`src/rtl/serial_rx_pkg.sv`:
```
// Shared types and defaults for the serial receive controller.
// The StParity state is only reachable when SERIAL_RX_PARITY_EN is defined.
package serial_rx_pkg;

    localparam int unsigned DefaultDw      = 8;
    localparam int unsigned DefaultMaxWait = 16;

    typedef enum logic [2:0] {
        StIdle,
        StLoad,
        StShift,
        StCapture,
        StAbort,
        StParity
    } rx_state_t;

    typedef struct packed {
        logic ld;
        logic init_sh;
        logic en_sh;
        logic en_cnt;
        logic rst_sh;
        logic rst_cnt;
        logic timeout;
        logic busy;
    } rx_ctrl_t;

    // Control pattern to present while the FSM sits in state s.
    function automatic rx_ctrl_t ctrl_for(rx_state_t s);
        rx_ctrl_t c;
        c      = '0;
        c.busy = (s != StIdle);
        case (s)
            StIdle: begin
                c.ld      = 1'b1;
                c.init_sh = 1'b1;
            end
            StLoad: begin
                c.ld      = 1'b1;
                c.init_sh = 1'b1;
                c.en_sh   = 1'b1;
                c.en_cnt  = 1'b1;
            end
            StShift: begin
                c.en_sh  = 1'b1;
                c.en_cnt = 1'b1;
            end
            StAbort: begin
                c.rst_sh  = 1'b1;
                c.rst_cnt = 1'b1;
                c.timeout = 1'b1;
            end
            default: ;
        endcase
        return c;
    endfunction

endpackage

```
`src/rtl/rx_watchdog.sv`:
```
// Saturating wait counter that flags the MAX_WAIT-th ticked cycle of a frame.
module rx_watchdog #(
    parameter int unsigned MAX_WAIT = 16
) (
    input  logic clk,
    input  logic rst,
    input  logic clear,
    input  logic tick,
    output logic expired
);

    localparam int unsigned CntW = $clog2(MAX_WAIT + 1);

    logic [CntW-1:0] cnt_q;

    always_ff @(posedge clk or negedge rst) begin
        if (!rst) begin
            cnt_q <= '0;
        end else if (clear) begin
            cnt_q <= '0;
        end else if (tick && (cnt_q != CntW'(MAX_WAIT))) begin
            cnt_q <= cnt_q + 1'b1;
        end
    end

    // High on the tick that brings the count to MAX_WAIT.
    assign expired = tick && (cnt_q >= CntW'(MAX_WAIT - 1));

endmodule

```
`src/rtl/serial_rx_ctrl.sv`:
```
// Frame controller and capture register for the cntshiftQ serial-to-parallel datapath.
// Optional even-parity check enabled by defining SERIAL_RX_PARITY_EN.
module serial_rx_ctrl
    import serial_rx_pkg::*;
#(
    parameter int unsigned DW       = DefaultDw,
    parameter int unsigned MAX_WAIT = DefaultMaxWait
) (
    input  logic          clk,
    input  logic          rst,
    input  logic          si,
    input  logic          co,
    input  logic [DW-1:0] PO_sh,
    output logic          ld,
    output logic          init_sh,
    output logic          en_sh,
    output logic          en_cnt,
    output logic          rst_sh,
    output logic          rst_cnt,
    output logic [DW-1:0] data_out,
    output logic          data_valid,
    input  logic          data_ready,
    output logic          overrun,
    output logic          timeout,
    output logic          busy
`ifdef SERIAL_RX_PARITY_EN
    ,
    output logic          parity_err
`endif
);

    rx_state_t state_q, state_d;
    rx_ctrl_t  ctrl_q;
    logic      expired;

    rx_watchdog #(
        .MAX_WAIT(MAX_WAIT)
    ) u_watchdog (
        .clk    (clk),
        .rst    (rst),
        .clear  (state_q == StLoad),
        .tick   (state_q == StShift),
        .expired(expired)
    );

    always_comb begin
        state_d = state_q;
        unique case (state_q)
            StIdle:    if (si) state_d = StLoad;
            StLoad:    state_d = StShift;
            StShift: begin
                // Carry-out takes priority over a simultaneous watchdog expiry.
                if (co) begin
`ifdef SERIAL_RX_PARITY_EN
                    state_d = StParity;
`else
                    state_d = StCapture;
`endif
                end else if (expired) begin
                    state_d = StAbort;
                end
            end
            StParity:  state_d = StCapture;
            StCapture: state_d = StIdle;
            StAbort:   state_d = StIdle;
            default:   state_d = StIdle;
        endcase
    end

`ifdef SERIAL_RX_PARITY_EN
    logic par_bit_q;
`endif

    always_ff @(posedge clk or negedge rst) begin
        if (!rst) begin
            state_q    <= StIdle;
            ctrl_q     <= ctrl_for(StIdle);
            data_out   <= '0;
            data_valid <= 1'b0;
            overrun    <= 1'b0;
`ifdef SERIAL_RX_PARITY_EN
            par_bit_q  <= 1'b0;
            parity_err <= 1'b0;
`endif
        end else begin
            state_q <= state_d;
            ctrl_q  <= ctrl_for(state_d);
            // PO_sh is frozen during CAPTURE since the shift enable is already low.
            if (state_q == StCapture) begin
                data_out   <= PO_sh;
                data_valid <= 1'b1;
                if (data_valid && !data_ready) overrun <= 1'b1;
`ifdef SERIAL_RX_PARITY_EN
                parity_err <= ^PO_sh ^ par_bit_q;
`endif
            end else if (data_valid && data_ready) begin
                data_valid <= 1'b0;
            end
`ifdef SERIAL_RX_PARITY_EN
            if (state_q == StParity) par_bit_q <= si;
`endif
        end
    end

    assign ld      = ctrl_q.ld;
    assign init_sh = ctrl_q.init_sh;
    assign en_sh   = ctrl_q.en_sh;
    assign en_cnt  = ctrl_q.en_cnt;
    assign rst_sh  = ctrl_q.rst_sh;
    assign rst_cnt = ctrl_q.rst_cnt;
    assign timeout = ctrl_q.timeout;
    assign busy    = ctrl_q.busy;

endmodule

```
`config.mk`:
```
export PLATFORM = sky130hd
export DESIGN_NAME = serial_rx_ctrl
export DESIGN_NICKNAME = d
export VERILOG_FILES = /design/src/rtl/serial_rx_pkg.sv /design/src/rtl/rx_watchdog.sv /design/src/rtl/serial_rx_ctrl.sv
export SDC_FILE = /design/constraint.sdc
export NUM_CORES = 1
export LEC_CHECK = 0
export ABC_AREA = 1
export CAP_MARGIN = 20
export CORE_MARGIN = 1.5
export CORE_UTILIZATION = 30
export CTS_BUF_LIST = sky130_fd_sc_hd__clkbuf_4 sky130_fd_sc_hd__clkbuf_8
export DETAILED_ROUTE_END_ITERATION = 8
export DONT_BUFFER_PORTS = 1
export SYNTH_ARGS = -nofsm -noshare
export SYNTH_HDL_FRONTEND = slang
export SYNTH_HIERARCHICAL = 1
export SYNTH_SLANG_ARGS = --single-unit
```
`constraint.sdc`:
```
create_clock -name clk -period 1.8 [get_ports clk]
set_clock_uncertainty 0.1 [all_clocks]
set_input_delay 0.54 -clock clk [delete_from_list [all_inputs] [get_ports clk]]
set_output_delay 0.54 -clock clk [all_outputs]
set_load 0.02 [all_outputs]
```
==> results.txt, run 1 <==
For the headroom to the max-slew limit, the log shows 34.7%. Synthesis inferred 22 register bits. The total power density per cell area was 1810 nW/um2. The most repeated cell in the gate-level netlist after synthesis was sky130_fd_sc_hd__nand2_1. After detailed routing, the average wire length per cell comes to 9.86 um. For this run, asynchronously set or reset flops after synthesis account for 100%. At the pin with the least slew margin, the transition time is 976 ps.

TritonCTS built the clock tree. Walking the worst path, the cells encountered are ha_1 -> nand2_1 -> nor2_1 -> ha_1 -> nor2_1 -> a21oi_1 -> inv_1 -> nor2_1 -> nand2_1 -> nand2_2 -> a21oi_2. The tool flagged a number of max-cap violations equal to 0. Detailed routing inserted a total of 750 vias. The sum of net half-perimeters after detailed placement came out at 1.29 mm. The critical path's slowest cell was sky130_fd_sc_hd__dfrtp_1. The wire length of the first global-routing pass came out at 2.57 mm. The relative area change from synthesis to final layout is 9.41%, and the total standard cell area after synthesis is 1040 um2. Once the floorplan was initialized, standard cells occupied 31.1% of the core. The flow ran to the end, and the final reports show no timing, DRC or antenna violations. The largest single stage delay on the critical path is 410 ps. The most numerous cell type found on the critical path is sky130_fd_sc_hd__nor2_1.

The first routing iteration left 9 violations. The number of warnings reported in the yosys synthesis log came out at 6. Cells with a size suffix above 1 make up 15.9% of the layout.

sky130_fd_sc_hd__dfrtp_1 takes more of the synthesized area than any other cell. Number of buffers and inverters on the critical path: 1. STA puts the critical path data required time at 1890 ps.

Leftover overflow at the end of global routing: 0. Counting distinct cell types in the post-synthesis netlist gives 19. The post-route antenna net violation count was 0; the final wirelength was 1.70 mm.

The run gives 0 as the number of setup violations in the final report. The worst path arrival time came out at 1730 ps. After detailed routing, the number of vias per cell comes to 4.36. For this design the static power due to leakage is 0.591 nW. By area the synthesized netlist is led by sky130_fd_sc_hd__dfrtp_1 51%, sky130_fd_sc_hd__nand2_1 16%, sky130_fd_sc_hd__inv_1 5.4%. The run gives 290 ps as the clock latency reported for the late side of the worst-skew pair.

The number of optimization iterations in the first detailed-route pass is 4. The number of slew-limit violations in the final report came out at 0. The worst setup path is launched from a flop.

The cell depth of the worst min-delay path was 1; the DRC violation count after routing was 0. The depth of the CTS H-tree was 1. The tools report the number of top-level pins as 31. STA classifies the critical path endpoint as a flop.

After routing, the total negative slack on setup checks comes to 0 ps. The number of nets at the end of the flow was 143; the chip width was 61.8 um. In this run the worst hold path is classified as primary input to flop. The final period utilization works out to 91.5%.

Summed over its instances, the top area cell type makes up 50.7% of the synthesized netlist area. The floorplan has 21 rows. After synthesis, the most frequently instantiated cells are 43 x sky130_fd_sc_hd__nand2_1, 21 x sky130_fd_sc_hd__dfrtp_1, 15 x sky130_fd_sc_hd__inv_1. On the critical path the largest part of the delay comes from simple AND/OR/NAND/NOR gates.

The mean instance size in the synthesized netlist is 8.50 um2. The critical path is of the flop to flop type. The fill cell instance count of the final layout is 355, and the final-report hold violation count is 0. The logs give 632 for the via count of the first global-routing pass and 0.324 mV for the maximum resistive drop on vdd. In this run the vertical extent of the chip is 61.8 um. Counting flops with a built-in enable in the synthesized netlist gives 0.

No sink is reached through more buffers than the 2 on the longest clock path. The tools report the total chip power as 0.00205 W. The congestion estimate from routability-driven global placement came to 0.743. The number of antenna diodes in the final layout is 0.

Setup repair after global routing left no endpoint under its margin. The sink count of the clock tree came out at 22. Entering global routing, the biggest net connects 23 pins.

Clock-pin slew was measured on the worst setup and hold paths at 110 ps. Based on the critical path, the design can be clocked at up to 0.607 GHz. The number of nets in the synthesized netlist is 138, and the shortest period the worst path allows is 1650 ps. The area of the die is 3820 um2, and the count of buffers from port buffering is 0. Of all nets on the critical path, the largest fanout is 4. The critical path crosses 11 cells after its start point. Clock tree synthesis inserted a total of 3 buffers.

For the worst flop-to-flop path, the logic depth is 11. The run gives 3340 um2 as the area of the core. In the synthesized netlist, the number of instances is 122. The dominant synthesized flop cell was sky130_fd_sc_hd__dfrtp_1. CTS placed an instance of sky130_fd_sc_hd__clkbuf_4 at the clock tree root. Global routing used 9.27% of the available tracks across all layers.

The tools report the initial antenna violation count as 0. The tools report the sequential element share of the synthesized area as 53.2%.
stage by stage:
step                utilization (%)  area (um2)  hold WS, ps  instances  setup WS, ps
finish                         34.0        1130          203        172           153
global route                   34.0        1130          179        172          4.82
CTS                            33.3        1110          198        170           138
detailed placement             32.1        1070          145        165           173
global placement               32.1        1070          145        165           198
floorplan                         -        1040          144        122           284
worst register-to-register path, delay by kind of cell, from the launching register on:
kind | cells | cell delay [ps]
simple gates | 6 | 460
flops | 1 | 410
fa+ha+maj | 2 | 320
compound gates | 2 | 180
buf+inv | 1 | 80
report_power, final:
group,total [W],internal (W),switching (W)
clock,0.000233,0.000101,0.000132
sequential,0.00110,0.000721,0.000376
combinational,0.000722,0.000272,0.000450
final cells by class:
class | instances | area (um2) | area share, %
repair buffers | 4 | 32.5 | 2.87
well taps | 46 | 57.6 | 5.07
clock buffers | 4 | 30.0 | 2.65
multi-input cells | 78 | 393 | 34.6
flip-flops and latches | 22 | 553 | 48.7
inverters | 18 | 68.8 | 6.06
cell usage in the layout (no fill, tap or decap), drive strengths merged:
cell type and n:
nand4 5, clkbuf 4, clkinv 1, dfstp 1, dfrtp 21, nor2 9, buf 3, ha 3
dlygate4sd3 1, nor3 3, nand2 45, nand3 9, o21bai 1, inv 17, a21oi 3
worst paths after layout:
| check | slack, ps | start | to |
|---|---|---|---|
| max | 150 | u_watchdog/cnt_q[1] | en_cnt |
| min | 200 | co | state_q[2] |
| max reg2reg | 150 | u_watchdog/cnt_q[1] | en_cnt |
| min reg2reg | 470 | u_watchdog/cnt_q[0] | u_watchdog/cnt_q[0] |
| max in group asynchronous | 210 | rst | u_watchdog/cnt_q[0] |
| min in group asynchronous | 740 | rst | data_out[4] |
flip-flops by register name, summed over array words and instances, names as in the netlist:
| register | flops |
|---|---|
| overrun | 1 |
| busy | 1 |
| data_valid | 1 |
| rst_cnt | 1 |
| u_watchdog/cnt_q | 5 |
| data_out | 8 |
| state_q | 3 |
| init_sh | 1 |
| en_cnt | 1 |
repair_timing:
| action | in CTS | in global routing |
|---|---|---|
| setup buffers | 0 | 2 |
| hold buffers | 1 | 0 |
| resized for setup | 0 | 3 |
| endpoints found under the hold margin | 22 | 0 |
| setup endpoints to repair | 0 | 2 |
logic make-up after synthesis:
logic type / after synthesis / share of synthesized area, %
buffers and inverters: 22 / 9.53
AND/OR/NAND/NOR: 71 / 31.1
AO/OA/AOI/OAI: 4 / 2.53
flip-flops: 22 / 53.2
adder cells (fa/ha/maj): 3 / 3.62
routing by layer:
layer / wire, um / track usage (%)
met1: 762 / 11.1
met2: 788 / 15.5
met3: 134 / 3.52
met4: 10 / 2.74
met5: 0 / 0
(Power assumes the default switching activity.)
==> run 2: changes to the inputs <==
Settings changed: CORE_UTILIZATION 30 to 64, PLACE_DENSITY from default to 0.8.
==> results.txt, run 2 (synthesis results as in run 1) <==
The flow ran to the end, and the final reports show no timing, DRC or antenna violations. The via count of the routed design was 764 (was 750); the area of the die was 1870 um2 (was 3820 um2). The final-report hold violation count was 0 (unchanged). The run gives 290 ps (about the same) as the clock latency reported for the late side of the worst-skew pair. The tools report the number of buffers on the longest clock path as 2 (unchanged). The post-route antenna net violation count was 0 (unchanged); the total chip power was 0.00209 W (was 0.00205 W). The final period utilization was 92.3% (was 91.5%).

For the starting utilization of the core area, the log shows 68.9% (was 31.1%). Number of optimization iterations in the first detailed-route pass: 4 (unchanged). The most common cell after layout, fill and taps aside was sky130_fd_sc_hd__nand2_1 (unchanged). The sum of net half-perimeters after detailed placement was 1.24 mm (was 1.29 mm). The number of antenna diodes was 0 (unchanged). The worst-margin pin slew works out to 943 ps (was 976 ps).

The number of design-rule violations left by the first detailed-router iteration is 15 (was 9). The tools report the post-placement worst setup slack as 134 ps (was 173 ps). The via count of the first global-routing pass is 683 (was 632), and the share of post-route cells with drive strength above 1 is 20.5% (was 15.9%). Start-to-end type of the worst setup path: flop to flop (unchanged).

The chip width is 43.3 um (was 61.8 um). The critical path's slowest cell is sky130_fd_sc_hd__dfrtp_1 (unchanged). Setup repair after global routing left no endpoint under its margin.

The wire length of the first global-routing pass was 2.69 mm (was 2.57 mm); the number of buffers and inverters on the critical path was 1 (unchanged). Nature of the critical path endpoint: a flop (unchanged). The flip-flop count of the largest register, all copies and words added is 8 (unchanged), and the max-cap check violation count is 0 (unchanged). The tools report the worst path arrival time as 1750 ps (was 1730 ps). The logs give 1 (unchanged) for the depth of the CTS H-tree and 23 (unchanged) for the pin count of the biggest net entering global routing. The tools report the setup slack after layout as 138 ps (was 153 ps).

The number of nets at the end of the flow was 144 (was 143). The data required time of the worst path came out at 1890 ps (about the same). Commonest cells after routing, fill and taps aside: 41 x sky130_fd_sc_hd__nand2_1, 21 x sky130_fd_sc_hd__dfrtp_1, 15 x sky130_fd_sc_hd__inv_1 (was 42 x sky130_fd_sc_hd__nand2_1, 20 x sky130_fd_sc_hd__dfrtp_1, 15 x sky130_fd_sc_hd__inv_1). Fill cell instance count of the final layout: 123 (was 355). The number of slew-limit violations in the final report was 0 (unchanged); the delay of the slowest critical-path stage was 390 ps (was 410 ps).

Initial antenna violation count: 0 (unchanged). The maximum fanout count along the critical path works out to 3 (was 4). The number of setup violations in the final report is 0 (unchanged), and the shortest period the worst path allows is 1660 ps (was 1650 ps). Largest registers: data_out: 8 flops, u_watchdog/cnt_q: 5 flops, state_q: 3 flops (unchanged).

The clock-pin slew reported for the worst setup and hold paths after clock tree synthesis is 110 ps (about the same), and the placer congestion estimate is 0.744 (was 0.743). The die extent in y was 43.3 um (was 61.8 um); the sink count of the clock tree was 22 (unchanged). The tools report the DRC violation count after routing as 0 (unchanged).

The via count normalized by instance count came out at 5.34 (was 4.36). The leftover overflow at the end of global routing came out at 0 (unchanged). The run gives 0.602 GHz (was 0.607 GHz) as the achievable clock frequency.

The number of top-level pins came out at 31 (unchanged). The critical path's top delay family was simple AND/OR/NAND/NOR gates (unchanged). The run gives 0 ps (unchanged) as the post-route setup TNS. The tools report the clock root buffer as sky130_fd_sc_hd__clkbuf_4 (unchanged). The number of buffers created by CTS is 3 (unchanged), and the wire length per cell is 12.2 um (was 9.86 um). The area of the core was 1510 um2 (was 3340 um2); the filler-free cell count of the finished design was 143 (was 172). The top register by number of flip-flops is data_out (unchanged).

The tools report the cell count after placement as 135 (was 165). Kind of launch point of the worst setup path: a flop (unchanged). The maximum resistive drop on vdd was 0.910 mV (was 0.324 mV); the total power density per cell area was 1870 nW/um2 (was 1810 nW/um2). The logs give 19.7% (was 9.27%) for the global-route total usage across every layer and 1.75 mm (was 1.70 mm) for the final wirelength.

The classification of the worst-slack hold path was primary input to flop (unchanged). The count of buffers from port buffering came out at 0 (unchanged). Cell Chain, Critical Path: ha_2 -> nand2_2 -> nor2_2 -> ha_2 -> nor2_2 -> a21oi_2 -> inv_1 -> nor2_1 -> nand2_1 -> nand2_2 -> a21oi_2 (was ha_1 -> nand2_1 -> nor2_1 -> ha_1 -> nor2_1 -> a21oi_1 -> inv_1 -> nor2_1 -> nand2_1 -> nand2_2 -> a21oi_2). TritonCTS built the clock tree.

The relative area change from synthesis to final layout was 7.96% (was 9.41%); the leakage component of the power was 0.594 nW (was 0.591 nW). The run gives 14 (was 21) as the number of rows in the core area. The headroom to the max-slew limit is 36.9% (was 34.7%).
## run 2: changes by cell type in the layout (fill, tap and decap cells not counted), moves of 2 or more
cell	delta
sky130_fd_sc_hd__ha_1	-2
sky130_fd_sc_hd__nor2_1	-2
sky130_fd_sc_hd__ha_2	+2
sky130_fd_sc_hd__nor2_2	+2
## run 2: path summary, 6_finish.rpt
check / to / slack, ps / cells after the start / startpoint
hold / removal: state_q[2] / 200 / 1 / co
min in group asynchronous: overrun / 720 / 1 / rst
setup / recovery: en_cnt / 140 / 11 / u_watchdog/cnt_q[0]
setup reg to reg: en_cnt / 140 / 11 / u_watchdog/cnt_q[0]
max in group asynchronous: state_q[2] / 300 / 1 / rst
hold reg to reg: u_watchdog/cnt_q[3] / 500 / 2 / u_watchdog/cnt_q[3]
## run 2: area by class of cell
type,instances,area (um2),area share [%]
Sequential cell,22,552,49.3
Multi-Input combinational cell,78,409,36.5
Clock buffer,4,30.0,2.68
Tap cell,16,20.0,1.79
Timing Repair Buffer,5,40.0,3.58
Inverter,18,68.8,6.15
## run 2: report_power, final
part	total [W]	internal (W)	leakage, nW	switching, W
combinational	0.000765	0.000290	0.301	0.000475
clock	0.000231	0.000101	0.0184	0.000130
sequential	0.00109	0.000720	0.275	0.000373
total	0.00209	0.00111	0.594	0.000978
## run 2: per-stage QoR
stage                     util (%)  hold slack (ps)  instance area [um2]
after global placement        68.7              145                 1030
after CTS                     71.3              195                 1070
after global routing          74.3              190                 1120
after floorplan                  -              144                 1040
after detailed placement      68.7              145                 1030
final                         74.3              202                 1120
## run 2: layer usage
metal  vias to the layer above  share of wire, %  global-route usage (%)  wire (um)
met5                         -                 0                       0          0
met4                         0               2.1                    9.09         36
met3                         4               6.4                    4.68        112
met2                        26                50                    32.5        866
met1                       350                42                    24.2        733
li1                        384                 -                       -          -
## run 2: what timing repair did
| action | 4_1_cts | 5_1_grt |
|---|---|---|
| resized for setup | 0 | 8 |
| hold buffers | 1 | 0 |
| buffers inserted | 0 | 3 |
| endpoints found under the setup margin | 0 | 2 |
| hold endpoints to repair | 22 | 0 |
==> patch 1: new RTL, config.mk and constraints of run 1 <==
Add a define of `SERIAL_RX_PARITY_EN`.
--- a/src/rtl/serial_rx_ctrl.sv
+++ b/src/rtl/serial_rx_ctrl.sv
@@ -2,2 +2,4 @@
 // Optional even-parity check enabled by defining SERIAL_RX_PARITY_EN.
+`define SERIAL_RX_PARITY_EN
+
 module serial_rx_ctrl
Behaviour (old outputs only; new: parity_err): not the same (a bounded check fails within 10 cycles, from zero or initial values and one cycle with rst low).
==> patch 1 against run 1 <==
Sequential cell count increased by 2. Cell area grew 29%. Non-clock buffer count grew 2. Largest cell class unchanged. Largest power group unchanged. First-iteration DRC count rose to 3.6 times the old value. Wire length grew 38%. Via count is 28% higher. Worst setup slack improved by 0.0037 ns. Critical path depth fell by 1. Synthesized area increased by 25%. Sequential power increased by 7%. Critical endpoint is now rst_cnt. Die area is 23% higher. Power grew 21%.
==> patch 1: results <==
[global_route]
grt_pass1_vias = 794
grt_max_degree = 25
antenna_found_initial = 0
grt_pass1_wl_mm = 3.588
use_met2_pct = 16.35
use_met3_pct = 4.221
use_met1_pct = 13.07
grtUsageTotal_pct = 10.71

[drt]
vias = 958
first_iter_violations = 32
firstDrtPassIters = 5
met1_length_mm = 1.054
drt-total-wl_mm = 2.339

[synthesis]
synth_adder_area_share_pct = 2.901
synth_edf_count = 0
yosysUniqueCellTypes = 26
synthXorXnorAreaFrac_pct = 0.6770
yosysWarnings = 6
synth.area.top_cells = "dfrtp_1 (44%), nand2_1 (15%), inv_1 (6.4%)"
synth-compound-area-share_pct = 7.640
syn-num-nets = 176
synth_seq_area_share_pct = 46.52

[sta]
relSlewSlack_pct = 64.15

[power_and_ir_drop]
p_int_w = 0.001393
irDropWorstVdd_mv = 0.4160
combinationalPower_w = 0.000833
total_leakage_power_nw = 0.7892
p_clk_w = 0.000474

[cts]
clock_latency_ns = 0.27
cts_root_buffer = "clkbuf_8"
clk_pin_slew_ns = 0.08

[setup_path]
critPathArrivalTime_ns = 1.70
worstPathMaxFanout = 4

[finish]
num_antenna_cells = 0
drive_gt1_share_pct = 23.64

[placed_design]
dp_hpwl_mm = 1.780
placed_area_mm2 = 0.001323
gp_congestion = 0.7389
dp_slack_ns = 0.1343

[run_status]
status = "completed"
[patch 1: path summary, 6_finish.rpt]
kind,from,endpoint,slack (ns),depth (start not counted)
worst max-delay path,u_watchdog/cnt_q[1],rst_cnt,0.16,10
worst min-delay path,data_ready,data_valid,0.24,1
worst max register to register,u_watchdog/cnt_q[1],rst_cnt,0.16,10
worst min register to register,par_bit_q,par_bit_q,0.46,2
max in group asynchronous,rst,init_sh,0.79,2
min in group asynchronous,rst,u_watchdog/cnt_q[0],0.58,2
[patch 1: cell families (layout without fill, tap and decap cells)]
| group | Yosys count | after routing |
|---|---|---|
| flops | 24 | 24 |
| simple gates | 83 | 83 |
| compound gates | 14 | 14 |
| fa+ha+maj | 3 | 3 |
| xor+xnor | 1 | 1 |
| buf+inv | 35 | 40 |
[patch 1: through the flow]
step | cells | utilization (%) | total power, W
finish | 215 | 35.73 | 0.002482
global route | 215 | 35.73 | 0.002696
CTS | 212 | 34.84 | 0.002468
detailed placement | 206 | 32.36 | 0.001961
global placement | 206 | 32.36 | 0.001945
floorplan | 160 | - | 0.001844
[patch 1: critical path: stages (launching register included)]
cell and delay [ns]:
dfrtp_1 0.42, ha_1 0.21, nand2_1 0.08, nor2_1 0.04, ha_1 0.18, nor2_2 0.10, a21oi_2 0.08, nor3_2 0.17
nor2_2 0.07, inv_2 0.06, nor3_2 0.03
[patch 1: final cells by class]
class | count | area, um2
tap | 50 | 62.56
clock buffer | 3 | 41.29
fill | 429 | 2626
inverter | 30 | 113.9
sequential | 24 | 601.8
clock inverter | 1 | 30.03
multi-input combinational | 101 | 550.5
timing repair buffer | 6 | 60.06
[patch 1: timing repair]
item,4_1_cts,5_1_grt
endpoints found under the setup margin,0,4
setup buffers,0,3
hold endpoints to repair,24,0
gates resized for setup,0,5
hold buffers,2,0
==> patch 2: new RTL, config.mk and constraints of run 1 <==
Made on the original files. Put a register stage on the output `en_cnt`, with the module's reset. The value now appears one clock later. The other outputs are not delayed to match.
--- a/src/rtl/serial_rx_ctrl.sv
+++ b/src/rtl/serial_rx_ctrl.sv
@@ -30,2 +30,4 @@
 );
+
+    logic en_cnt_d;
 
@@ -107,3 +109,3 @@
     assign en_sh   = ctrl_q.en_sh;
-    assign en_cnt  = ctrl_q.en_cnt;
+    assign en_cnt_d = ctrl_q.en_cnt;
     assign rst_sh  = ctrl_q.rst_sh;
@@ -113,2 +115,10 @@
 
+    always_ff @(posedge clk or negedge rst) begin
+        if (!rst) begin
+            en_cnt <= '0;
+        end else begin
+            en_cnt <= en_cnt_d;
+        end
+    end
+
 endmodule
Formal check against the unedited RTL: not equivalent (a bounded check fails within 4 cycles, from zero or initial values and one cycle with rst low).
==> patch 2 against run 1 <==
Synthesized area grew 5.2%. Wire length grew 26%. Clock power grew 3%. Worst setup slack lost 0.070 ns. Sequential cell count grew 1. Power grew 7.2%. Fmax shrank 4.1%. Via count grew 8.5%. Cell area grew 11%. Critical path type unchanged. Largest cell class unchanged. Largest power group unchanged. Highest routed layer unchanged.
==> patch 2: results <==
[finish]
nets = 153
drive_gt1_share_pct = 25.00

[drt]
drt-total-wl_mm = 2.131
viasPerCell = 4.473
first_iter_violations = 21
vias = 814

[placed_design]
dpl.cell_count = 175
dp_slack_ns = 0.04148
placed_area_mm2 = 0.001166
gp_congestion = 0.7663
dp_hpwl_mm = 1.573

[power_and_ir_drop]
combinationalPower_w = 0.000844
power_w = 0.002201
total_leakage_power_nw = 0.6557
irDropWorstVdd_mv = 0.6893
p_switching_w = 0.001037

[run_status]
status = "completed"

[cts]
clock_latency_ns = 0.31
cts_root_buffer = "clkbuf_4"
clk_pin_slew_ns = 0.13

[synthesis]
synth_seq_area_share_pct = 52.87
synth-compound-area-share_pct = 2.408
avgSynthCellArea_um2 = 8.591
synth.area.top_cells = "dfrtp_1 (50%), nand2_1 (15%), inv_1 (4.1%)"
yosysUniqueCellTypes = 21
syn-num-nets = 143
synthTopCellsByCount = "nand2_1 (45), dfrtp_1 (22), inv_1 (12)"
synth.mux.area_fraction_pct = 0
synth_adder_area_share_pct = 3.440

[setup_path]
worstPathMaxFanout = 3
slowest_delay_ns = 0.37
rrSetupSlack_ns = 0.08
r2r_start = "u_watchdog/cnt_q[0]"
critPathArrivalTime_ns = 1.84
rr_worst_depth = 13
crit_end = "busy"

[global_route]
grt_max_degree = 24
grt_pass1_wl_mm = 3.753
grtUsageTotal_pct = 12.03
grt_pass1_vias = 828

[sta]
setup_violations = 0
period_needed_ns = 1.717

[hold_path]
hold_depth = 1
## patch 2: routing by layer
metal	GRT usage [%]	wire [um]
met2	18.48	1002
met5	0	0
met3	4.107	116
met1	15.53	975
met4	4.891	36
## patch 2: cell type report
class	instances	area, um2
fill	359	2157
sequential	23	576.8
multi-input combinational	84	445.4
timing repair buffer	9	90.09
inverter	16	61.31
tap	46	57.56
clock buffer	3	22.52
clock inverter	1	5.005
## patch 2: how the worst min path moves through the flow
stage | startpoint | end | slack [ns]
2_1_floorplan | rst | busy | 0.14
3_3_place_gp | rst | u_watchdog/cnt_q[0] | 0.14
3_5_place_dp | rst | u_watchdog/cnt_q[0] | 0.14
4_1_cts | co | state_q[2] | 0.16
5_1_grt | co | state_q[2] | 0.16
6_report | co | rst_cnt | 0.19
## patch 2: what timing repair did
action / CTS / global route
hold buffers: 1 / 0
buffers inserted: 0 / 1
setup endpoints to repair: 0 / 3
endpoints found under the hold margin: 23 / 0
gates resized for setup: 0 / 6
